==> src/rtl/debug_unit_pkg.sv <==
// Shared encodings and constants for the MIPS debug/loader controller.
package debug_unit_pkg;

  localparam int ADDR_W = 11;

  localparam logic [2:0] ST_IDLE      = 3'd0;
  localparam logic [2:0] ST_LOAD      = 3'd1;
  localparam logic [2:0] ST_WAIT_MODE = 3'd2;
  localparam logic [2:0] ST_RUN       = 3'd3;
  localparam logic [2:0] ST_STEP      = 3'd4;
  localparam logic [2:0] ST_SEND      = 3'd5;

  localparam logic [2:0] SUB_BYTE0 = 3'd0;
  localparam logic [2:0] SUB_BYTE1 = 3'd1;
  localparam logic [2:0] SUB_BYTE2 = 3'd2;
  localparam logic [2:0] SUB_BYTE3 = 3'd3;
  localparam logic [2:0] SUB_WRITE = 3'd4;

  localparam logic [7:0] CMD_LOAD = 8'h01;
  localparam logic [7:0] CMD_RUN  = 8'h02;
  localparam logic [7:0] CMD_STEP = 8'h03;
  localparam logic [7:0] CMD_CLK  = 8'h04;

  localparam logic [31:0] HALT_WORD = 32'hFFFF_FFFF;

endpackage

==> src/rtl/debug_unit_rx_edge.sv <==
// One-cycle pulse on the rising edge of the UART receive-done level.
module rx_edge_detect (
  input  logic clk,
  input  logic reset,
  input  logic rx_done_tick,
  output logic rx_pulse
);

  logic rx_prev_q, rx_prev_d;

  always_comb rx_prev_d = rx_done_tick;

  always_ff @(posedge clk or negedge reset) begin
    if (!reset) rx_prev_q <= 1'b0;
    else        rx_prev_q <= rx_prev_d;
  end

  assign rx_pulse = rx_done_tick & ~rx_prev_q;

endmodule

==> src/rtl/debug_unit.sv <==
// UART-driven loader and run/step controller for the MIPS core.
//   state     | meaning
//   IDLE      | wait for load command byte
//   LOAD      | assemble 4 bytes LSB first, write word, repeat until halt word
//   WAIT_MODE | wait for run or step command
//   RUN       | MIPS clock enabled until halt
//   STEP      | one MIPS clock per step byte
//   SEND      | transmit test_reg byte, wait for transmitter done
module debug_unit
  import debug_unit_pkg::*;
(
  input  logic              clk,
  input  logic              reset,
  input  logic              halt,
  input  logic [7:0]        test_reg,
  input  logic              rx_done_tick,
  input  logic [7:0]        rx_data_in,
  input  logic              tx_done_tick,
  output logic [ADDR_W-1:0] addr_mem_inst,
  output logic [31:0]       ins_to_mem,
  output logic              wr_ram_inst,
  output logic [31:0]       test,
  output logic [2:0]        substate_flag,
  output logic [2:0]        substatenext_flag,
  output logic              ctrl_clk_mips,
  output logic              debug,
  output logic              tx_start,
  output logic [7:0]        data_out
);

  logic              rx_pulse;
  logic [2:0]        state_q, state_d;
  logic [2:0]        sub_q, sub_d;
  logic [ADDR_W-1:0] addr_q, addr_d;
  logic [31:0]       word_q, word_d;
  logic [7:0]        data_out_q, data_out_d;
  logic              debug_q, debug_d;
  logic              halt_seen_q, halt_seen_d;
  logic              tx_start_q, tx_start_d;

  rx_edge_detect u_rx_edge (
    .clk          (clk),
    .reset        (reset),
    .rx_done_tick (rx_done_tick),
    .rx_pulse     (rx_pulse)
  );

  always_comb begin
    state_d       = state_q;
    sub_d         = sub_q;
    addr_d        = addr_q;
    word_d        = word_q;
    data_out_d    = data_out_q;
    debug_d       = debug_q;
    halt_seen_d   = halt_seen_q;
    tx_start_d    = 1'b0;
    wr_ram_inst   = 1'b0;
    ctrl_clk_mips = 1'b0;
    case (state_q)
      ST_IDLE: begin
        if (rx_pulse && rx_data_in == CMD_LOAD) begin
          state_d = ST_LOAD;
          sub_d   = SUB_BYTE0;
        end
      end
      ST_LOAD: begin
        if (sub_q == SUB_WRITE) begin
          wr_ram_inst = 1'b1;
          addr_d      = addr_q + ADDR_W'(1);
          sub_d       = SUB_BYTE0;
          if (word_q == HALT_WORD) state_d = ST_WAIT_MODE;
        end else if (rx_pulse) begin
          word_d = {rx_data_in, word_q[31:8]};
          sub_d  = sub_q + 3'd1;
        end
      end
      ST_WAIT_MODE: begin
        if (rx_pulse && rx_data_in == CMD_RUN) begin
          state_d = ST_RUN;
        end else if (rx_pulse && rx_data_in == CMD_STEP) begin
          state_d = ST_STEP;
          debug_d = 1'b1;
        end
      end
      ST_RUN: begin
        if (halt) begin
          state_d     = ST_SEND;
          halt_seen_d = 1'b1;
        end else begin
          ctrl_clk_mips = 1'b1;
        end
      end
      ST_STEP: begin
        // halt wins over a step byte arriving in the same cycle
        if (halt) begin
          state_d     = ST_SEND;
          halt_seen_d = 1'b1;
        end else if (rx_pulse && rx_data_in == CMD_CLK) begin
          ctrl_clk_mips = 1'b1;
          state_d       = ST_SEND;
        end
      end
      ST_SEND: begin
        if (tx_done_tick && !tx_start_q) begin
          halt_seen_d = 1'b0;
          if (debug_q && !halt_seen_q) begin
            state_d = ST_STEP;
          end else begin
            state_d = ST_IDLE;
            debug_d = 1'b0;
          end
        end
      end
      default: state_d = ST_IDLE;
    endcase
    if (state_d == ST_SEND && state_q != ST_SEND) begin
      tx_start_d = 1'b1;
      data_out_d = test_reg;
    end
  end

  always_ff @(posedge clk or negedge reset) begin
    if (!reset) begin
      state_q     <= ST_IDLE;
      sub_q       <= SUB_BYTE0;
      addr_q      <= '0;
      word_q      <= '0;
      data_out_q  <= '0;
      debug_q     <= 1'b0;
      halt_seen_q <= 1'b0;
      tx_start_q  <= 1'b0;
    end else begin
      state_q     <= state_d;
      sub_q       <= sub_d;
      addr_q      <= addr_d;
      word_q      <= word_d;
      data_out_q  <= data_out_d;
      debug_q     <= debug_d;
      halt_seen_q <= halt_seen_d;
      tx_start_q  <= tx_start_d;
    end
  end

  assign addr_mem_inst     = addr_q;
  assign ins_to_mem        = word_q;
  assign test              = word_q;
  assign substate_flag     = sub_q;
  assign substatenext_flag = sub_d;
  assign debug             = debug_q;
  assign tx_start          = tx_start_q;
  assign data_out          = data_out_q;

endmodule

==> config.mk <==
export PLATFORM = sky130hd
export DESIGN_NAME = debug_unit
export DESIGN_NICKNAME = d
export VERILOG_FILES = /design/src/rtl/debug_unit_pkg.sv /design/src/rtl/debug_unit_rx_edge.sv /design/src/rtl/debug_unit.sv
export SDC_FILE = /design/constraint.sdc
export NUM_CORES = 1
export LEC_CHECK = 0
export ABC_CLOCK_PERIOD_IN_PS = 4030
export BUFFER_PORTS_ARGS = -buffer_cell sky130_fd_sc_hd__buf_2
export CORE_MARGIN = 8
export CORE_UTILIZATION = 53
export CTS_CLUSTER_DIAMETER = 50
export DETAILED_ROUTE_END_ITERATION = 10
export GPL_TIMING_DRIVEN = 0
export HOLD_SLACK_MARGIN = 0.1
export PLACE_DENSITY = 0.95
export SKIP_CTS_REPAIR_TIMING = 1
export SLEW_MARGIN = 20
export SYNTH_ARGS = -nofsm -noshare
export SYNTH_HDL_FRONTEND = slang
export SYNTH_SLANG_ARGS = --single-unit
==> constraint.sdc <==
create_clock -name clk -period 4.03 [get_ports clk]
set_input_delay 0.2015 -clock clk [delete_from_list [all_inputs] [get_ports clk]]
set_output_delay 0.2015 -clock clk [all_outputs]
set_load 0.01 [all_outputs]
Yosys cells after proc, flatten, opt, wreduce, memory -nomap -nowiden
Index checks and enable logic that the tools add are counted.
{"block": "classes", "addsub": 2, "n_eq_ne": 18, "n_mux": 30, "bitwise_logic": 3, "n_reduce_logical": 17}
{"op": "3-bit two-way mux", "n": 13}
{"op": "32-bit equality test, second input constant", "n": 1}
{"op": "3-bit one-hot mux with 6 select lines", "n": 1}
{"op": "8-bit by 2-bit equality test with 1-bit output, second input constant", "n": 2}
{"op": "3-bit equality test, second input constant", "n": 4}
{"op": "1-bit two-way mux", "n": 12}
{"op": "11-bit by 1-bit adder with 11-bit output, second input constant", "n": 1}
{"op": "8-bit by 1-bit equality test with 1-bit output, second input constant", "n": 1}
{"op": "8-bit by 3-bit equality test with 1-bit output, second input constant", "n": 1}
{"op": "2-bit inequality test, second input constant", "n": 4}
{"op": "1-bit logical AND", "n": 7}
{"op": "3-bit by 2-bit equality test with 1-bit output, second input constant", "n": 2}
{"op": "1-bit one-hot mux with 2 select lines", "n": 3}
{"op": "3-bit one-hot mux with 2 select lines", "n": 1}
{"op": "3-bit AND reduction", "n": 2}
{"op": "5-bit AND reduction", "n": 1}
{"op": "2-bit nonzero test", "n": 2}
{"op": "3-bit by 1-bit adder with 3-bit output, second input constant", "n": 1}
{"op": "3-bit by 1-bit equality test with 1-bit output, second input constant", "n": 1}
{"op": "3-bit logical NOT", "n": 1}
{"op": "3-bit inequality test, second input constant", "n": 1}
{"op": "1-bit logical NOT", "n": 2}
{"op": "2-bit by 1-bit inequality test with 1-bit output, second input constant", "n": 1}
{"op": "1-bit NOT", "n": 2}
{"op": "other kinds (3)", "n": 3}
{"block": "word_totals", "reg_bits": 61, "in_bits": 21, "out_inout_bits": 93}

Depth between registers and ports, before layout
{"block": "depth", "depth_word": 9, "ltp_mapped": 7}

Modules after synthesis
Synthesis repeated with hierarchy kept, for this count alone.
{"block": "hier_totals", "hier_cells": 248, "hier_area_um2": 2987.9}
{"module": "debug_unit", "instances": 1, "cells_each": 246, "area_per_inst_um2": 2949.1}
{"module": "rx_edge_detect", "instances": 1, "cells_each": 2, "area_per_inst_um2": 38.8}

Worst setup path after synthesis
Ideal clock, no wire load.
{"block": "synth_timing", "path_type": "register to register", "startpoint": "register u_rx_edge.rx_prev_q", "endpoint": "register data_out_q[0], in the netlist data_out[0]", "setup_time_ns": 0.125, "t_arrival_ns": 1.963, "setup_slack_ns": 1.942, "stages_incl_launch_ff": 6, "cell_sequence": "dfrtp_1 > nor3b_1 > nand3_1 > or4_4 > a21oi_4 > mux2_2"}
{"block": "synth_between", "elab_chain_cells": 8, "word_cells_on_any_way": 14, "cone_classes": "eq/ne (1); mux (6); bitwise (2); reduce/logical (5)"}
{"item": "from (decl)", "line": "debug_unit_rx_edge.sv:9", "text": "logic rx_prev_q, rx_prev_d;"}
{"item": "from (signal assigned)", "line": "debug_unit_rx_edge.sv:15", "text": "else rx_prev_q <= rx_prev_d;"}
{"item": "1-bit NOT *", "line": "debug_unit_rx_edge.sv:18", "text": "assign rx_pulse = rx_done_tick & ~rx_prev_q;"}
{"item": "1-bit AND *", "line": "debug_unit_rx_edge.sv:18"}
{"item": "1-bit logical AND, on equally long branches", "line": "debug_unit.sv:98, debug_unit.sv:80"}
{"item": "3-bit two-way mux, on equally long branches", "line": "debug_unit.sv:98, debug_unit.sv:80"}
{"item": "3-bit two-way mux, on equally long branches", "line": "debug_unit.sv:95, debug_unit.sv:78"}
{"item": "3-bit one-hot mux with 6 select lines *", "line": "debug_unit.sv:59", "text": "case (state_q)"}
{"item": "3-bit equality test *", "line": "debug_unit.sv:116", "text": "if (state_d == ST_SEND && state_q != ST_SEND) begin"}
{"item": "1-bit logical AND *", "line": "debug_unit.sv:116"}
{"item": "to (signal assigned)", "line": "debug_unit.sv:137", "text": "data_out_q <= data_out_d;"}
{"item": "to (decl)", "line": "debug_unit.sv:36", "text": "logic [7:0] data_out_q, data_out_d;"}
Every way passes the cells marked *; elsewhere a longest branch is shown, timed or not.
A chain may end at the register's enable or synchronous reset.

Final worst setup path
{"block": "layout_timing", "startpoint": "register state_q[2]", "endpoint": "output port substatenext_flag[1]"}
{"block": "layout_between", "elab_chain_cells": 2, "word_cells_on_any_way": 3, "cone_classes": "eq/ne (1); mux (1); reduce/logical (1)"}
{"item": "from (decl)", "line": "debug_unit.sv:32", "text": "logic [2:0] state_q, state_d;"}
{"item": "from (signal assigned)", "line": "debug_unit.sv:133", "text": "state_q <= state_d;"}
{"item": "3-bit by 1-bit equality test with 1-bit output / 3-bit logical NOT (equally long branches)", "line": "debug_unit.sv:59"}
{"item": "3-bit one-hot mux with 2 select lines *", "line": "debug_unit.sv:59"}
{"item": "to (decl)", "line": "debug_unit.sv:24", "text": "output logic [2:0] substatenext_flag,"}
Marks and branches as above.

==> summary.md <==
| Metric | Value |
|---|---|
| H-tree levels | 3 |
| Clock skew | 0.009615 ns |
| Endpoint class of the critical path | output pin |
| Hold Path Depth | 2 |
| Area Overhead vs Synth | 32.99% |
| Die Span X | 90.66 um |
| Routability cong. | 0.8555 |
| Multiplexer share of the synthesized area | 15.97% |
| WL per Instance | 16.56 um |
| Rel. slew slack | 49.65% |
| Fin. max-slew vios | 0 |
| Finished Layout Cells | 459 |
| Commonest cells after routing, fill and taps aside | 113 x buf_2, 61 x dfrtp_1, 41 x mux2_2 |
| Die Y | 90.66 um |
| Final WL | 7601 um |
| CTS root buf | clkbuf_8 |
| Worst-Margin Slew | 0.7553 ns |
| YS warnings | 0 |
| Adder-cell share of the synthesized area | 1.271% |
| Sequential Area | 0.001526 mm^2 |
| CTS sink count | 61 |
| GRT Util Overall | 18.57% |
| Remaining DRCs | 0 |
| WP data arrival | 2.50 ns |
| Largest net degree at the start of global routing | 62 |
| Dpl hpwl | 5703 um |
| Antenna violations before repair | 0 |
| Syn Area/Cell | 11.72 um^2 |
| First DRT Iteration DRCs | 150 |
| CTS tree | built |
| Post-route ant nets | 0 |
| Synth Area in Compound Gates | 4.871% |
| Final Setup Violations | 0 |
| Multi-input gate area | 0.001137 mm^2 |
| Num CTS Buffers | 9 |
| Maximum net fanout on the critical path | 10 |
| Pleak | 0.002000 uW |
| Synth Area in Simple Gates | 13.43% |
| Main combinational cell family by area after synthesis | multiplexers |
| Clk pin slew, worst setup/hold paths | 0.06 ns |
| Core area | 0.005439 mm^2 |
| Post-Synth XOR/XNOR Area | 2.965% |
| Clock latency on the worst-skew pair | 0.34 ns |
| FF+latch count, synth | 61 |
| Longest Clk Path Bufs | 2 |
| Fillcell total | 404 |
| # placed instances | 437 |
| # port buffers | 113 |
| Ratio of cells with drive above 1 in the final layout | 54.01% |
| Drt pass-1 iters | 4 |
| Drt via density | 5.139 |
| Maximum vdd drop | 408.9 uV |
| Total gr overflow | 0 |
| Post-route cell area | 0.003929 mm^2 |
| Pwr Total | 2604 uW |
| Sequential element share of the synthesized area | 51.67% |
| Max Fclk | 0.3704 GHz |
| Mapped Area | 0.002954 mm^2 |
| Post-layout min period | 2.699 ns |
| Initial Util | 54.31% |
| Hold Fails Final Rpt | 0 |
| Hold WC Path Type | input pin to register |
| Cell count of the worst reg-to-reg path | 5 |
| Nets | 407 |
| Post-Syn Nets | 276 |
| Gate Count Post-Synth | 252 |
| ANT cells | 0 |
| Synth top area share | 51.67% |
| DP Area | 0.003612 mm^2 |
| Die area | 0.008218 mm^2 |
| Top cells by area, synth | dfrtp_1 52%, mux2_2 16%, buf_4 8.1% |
| Global-route wire length before repair | 12090 um |
| Final period util | 66.98% |
| Max_cap viols | 0 |
| Fin Setup TNS | 0 ns |
| Row count | 27 |
| WS Path Type | register to output pin |
| Vias after detailed routing | 2359 |
| Vias in the first global route | 2347 |
| Power per cell area | 662.8 mW/mm^2 |
| Leading area contributor after synthesis | dfrtp_1 |
| RSZ-0062 raised after global routing | false |
| Netlist cell types | 37 |
| Boundary pin count | 114 |
| Outcome | finished, final reports clean |
| Worst path required time | 3.83 ns |
| Most common cell after layout, fill and taps aside | buf_2 |
| Crit path launch type | register |
[power breakdown]
part,leakage [uW],internal (uW),switching [uW]
clock,0.000125,440,230
combinational,0.00112,516,433
sequential,0.000755,781,204
[cell type report]
class,instances,share of cell area (%)
Tap cell,72,2.293
Clock inverter,4,2.420
Sequential cell,61,38.85
Inverter,6,0.5732
Buffer,39,6.815
Clock buffer,11,3.853
Multi-Input combinational cell,146,28.95
Timing Repair Buffer,120,16.24
[cell usage after synthesis (all sizes together)]
library cell / count
dfrtp: 61
mux2: 41
buf: 33
nand2: 13
nand4: 11
nor2: 10
a21oi: 9
nand3: 9
o21ai: 7
clkbuf: 6
inv: 6
xor2: 6
nor2b: 5
nand3b: 4
xnor2: 4
ha: 3
nor4: 3
and3: 2
and3b: 2
nor3: 2
nor3b: 2
a22o: 1
a31oi: 1
a32oi: 1
a41o: 1
and2: 1
mux2i: 1
nand2b: 1
nor4b: 1
o211ai: 1
o31a: 1
or2: 1
or3: 1
or4: 1
[flip-flops by register name, summed over array words and instances, names as in the netlist]
register / cells
substate_flag: 3
halt_seen_q: 1
u_rx_edge.rx_prev_q: 1
tx_start: 1
addr_mem_inst: 11
data_out: 8
ins_to_mem: 32
state_q: 3
debug: 1
[stage by stage]
stage	utilization, %	hold slack [ns]	setup WS (ns)
after detailed placement	66.41	0.3205	1.707
after floorplan	-	-0.09409	1.942
after global placement	66.37	0.3297	1.742
after CTS	70.95	-0.03819	1.341
final	72.23	0.09899	1.331
after global routing	72.23	0.1022	1.036
[final timing paths]
| path | startpoint | end | slack, ns |
|---|---|---|---|
| max reg2reg | u_rx_edge.rx_prev_q$_DFF_PN0_ | data_out[3]$_DFFE_PN0P_ | 1.66 |
| min | test_reg[0] | data_out[0]$_DFFE_PN0P_ | 0.1 |
| max | state_q[2]$_DFF_PN0_ | substatenext_flag[1] | 1.33 |
| min reg2reg | addr_mem_inst[10]$_DFFE_PN0P_ | addr_mem_inst[10]$_DFFE_PN0P_ | 0.46 |
| max in group asynchronous | reset | substate_flag[2]$_DFF_PN0_ | 3.05 |
| min in group asynchronous | reset | ins_to_mem[28]$_DFFE_PN0P_ | 0.48 |
[logic make-up (layout without fill, tap and decap cells)]
| logic type | count (synthesis) | in the layout |
|---|---|---|
| AOI/OAI and AO/OA | 22 | 22 |
| xor gates and xnor gates | 10 | 10 |
| adders and majority gates | 3 | 3 |
| buffers and inverters | 45 | 180 |
| DFF | 61 | 61 |
| muxes | 42 | 42 |
| and+or+nand+nor | 69 | 69 |
[routing by layer]
layer / part of all wire, % / track usage [%] / vias up
met3: 6.7 / 5.985 / 9
li1: - / - / 1115
met2: 52 / 30.51 / 73
met1: 40 / 21.41 / 1162
met5: 0 / 0 / -
met4: 1.7 / 8.738 / 0
[critical path: stages (launching register included)]
cell and delay (ns):
dfrtp_1 0.41, nor3b_1 0.51, nand3_1 0.39, clkbuf_1 0.38, o21ai_0 0.29, buf_2 0.19
Note: power is estimated with default switching activity, not from simulation.
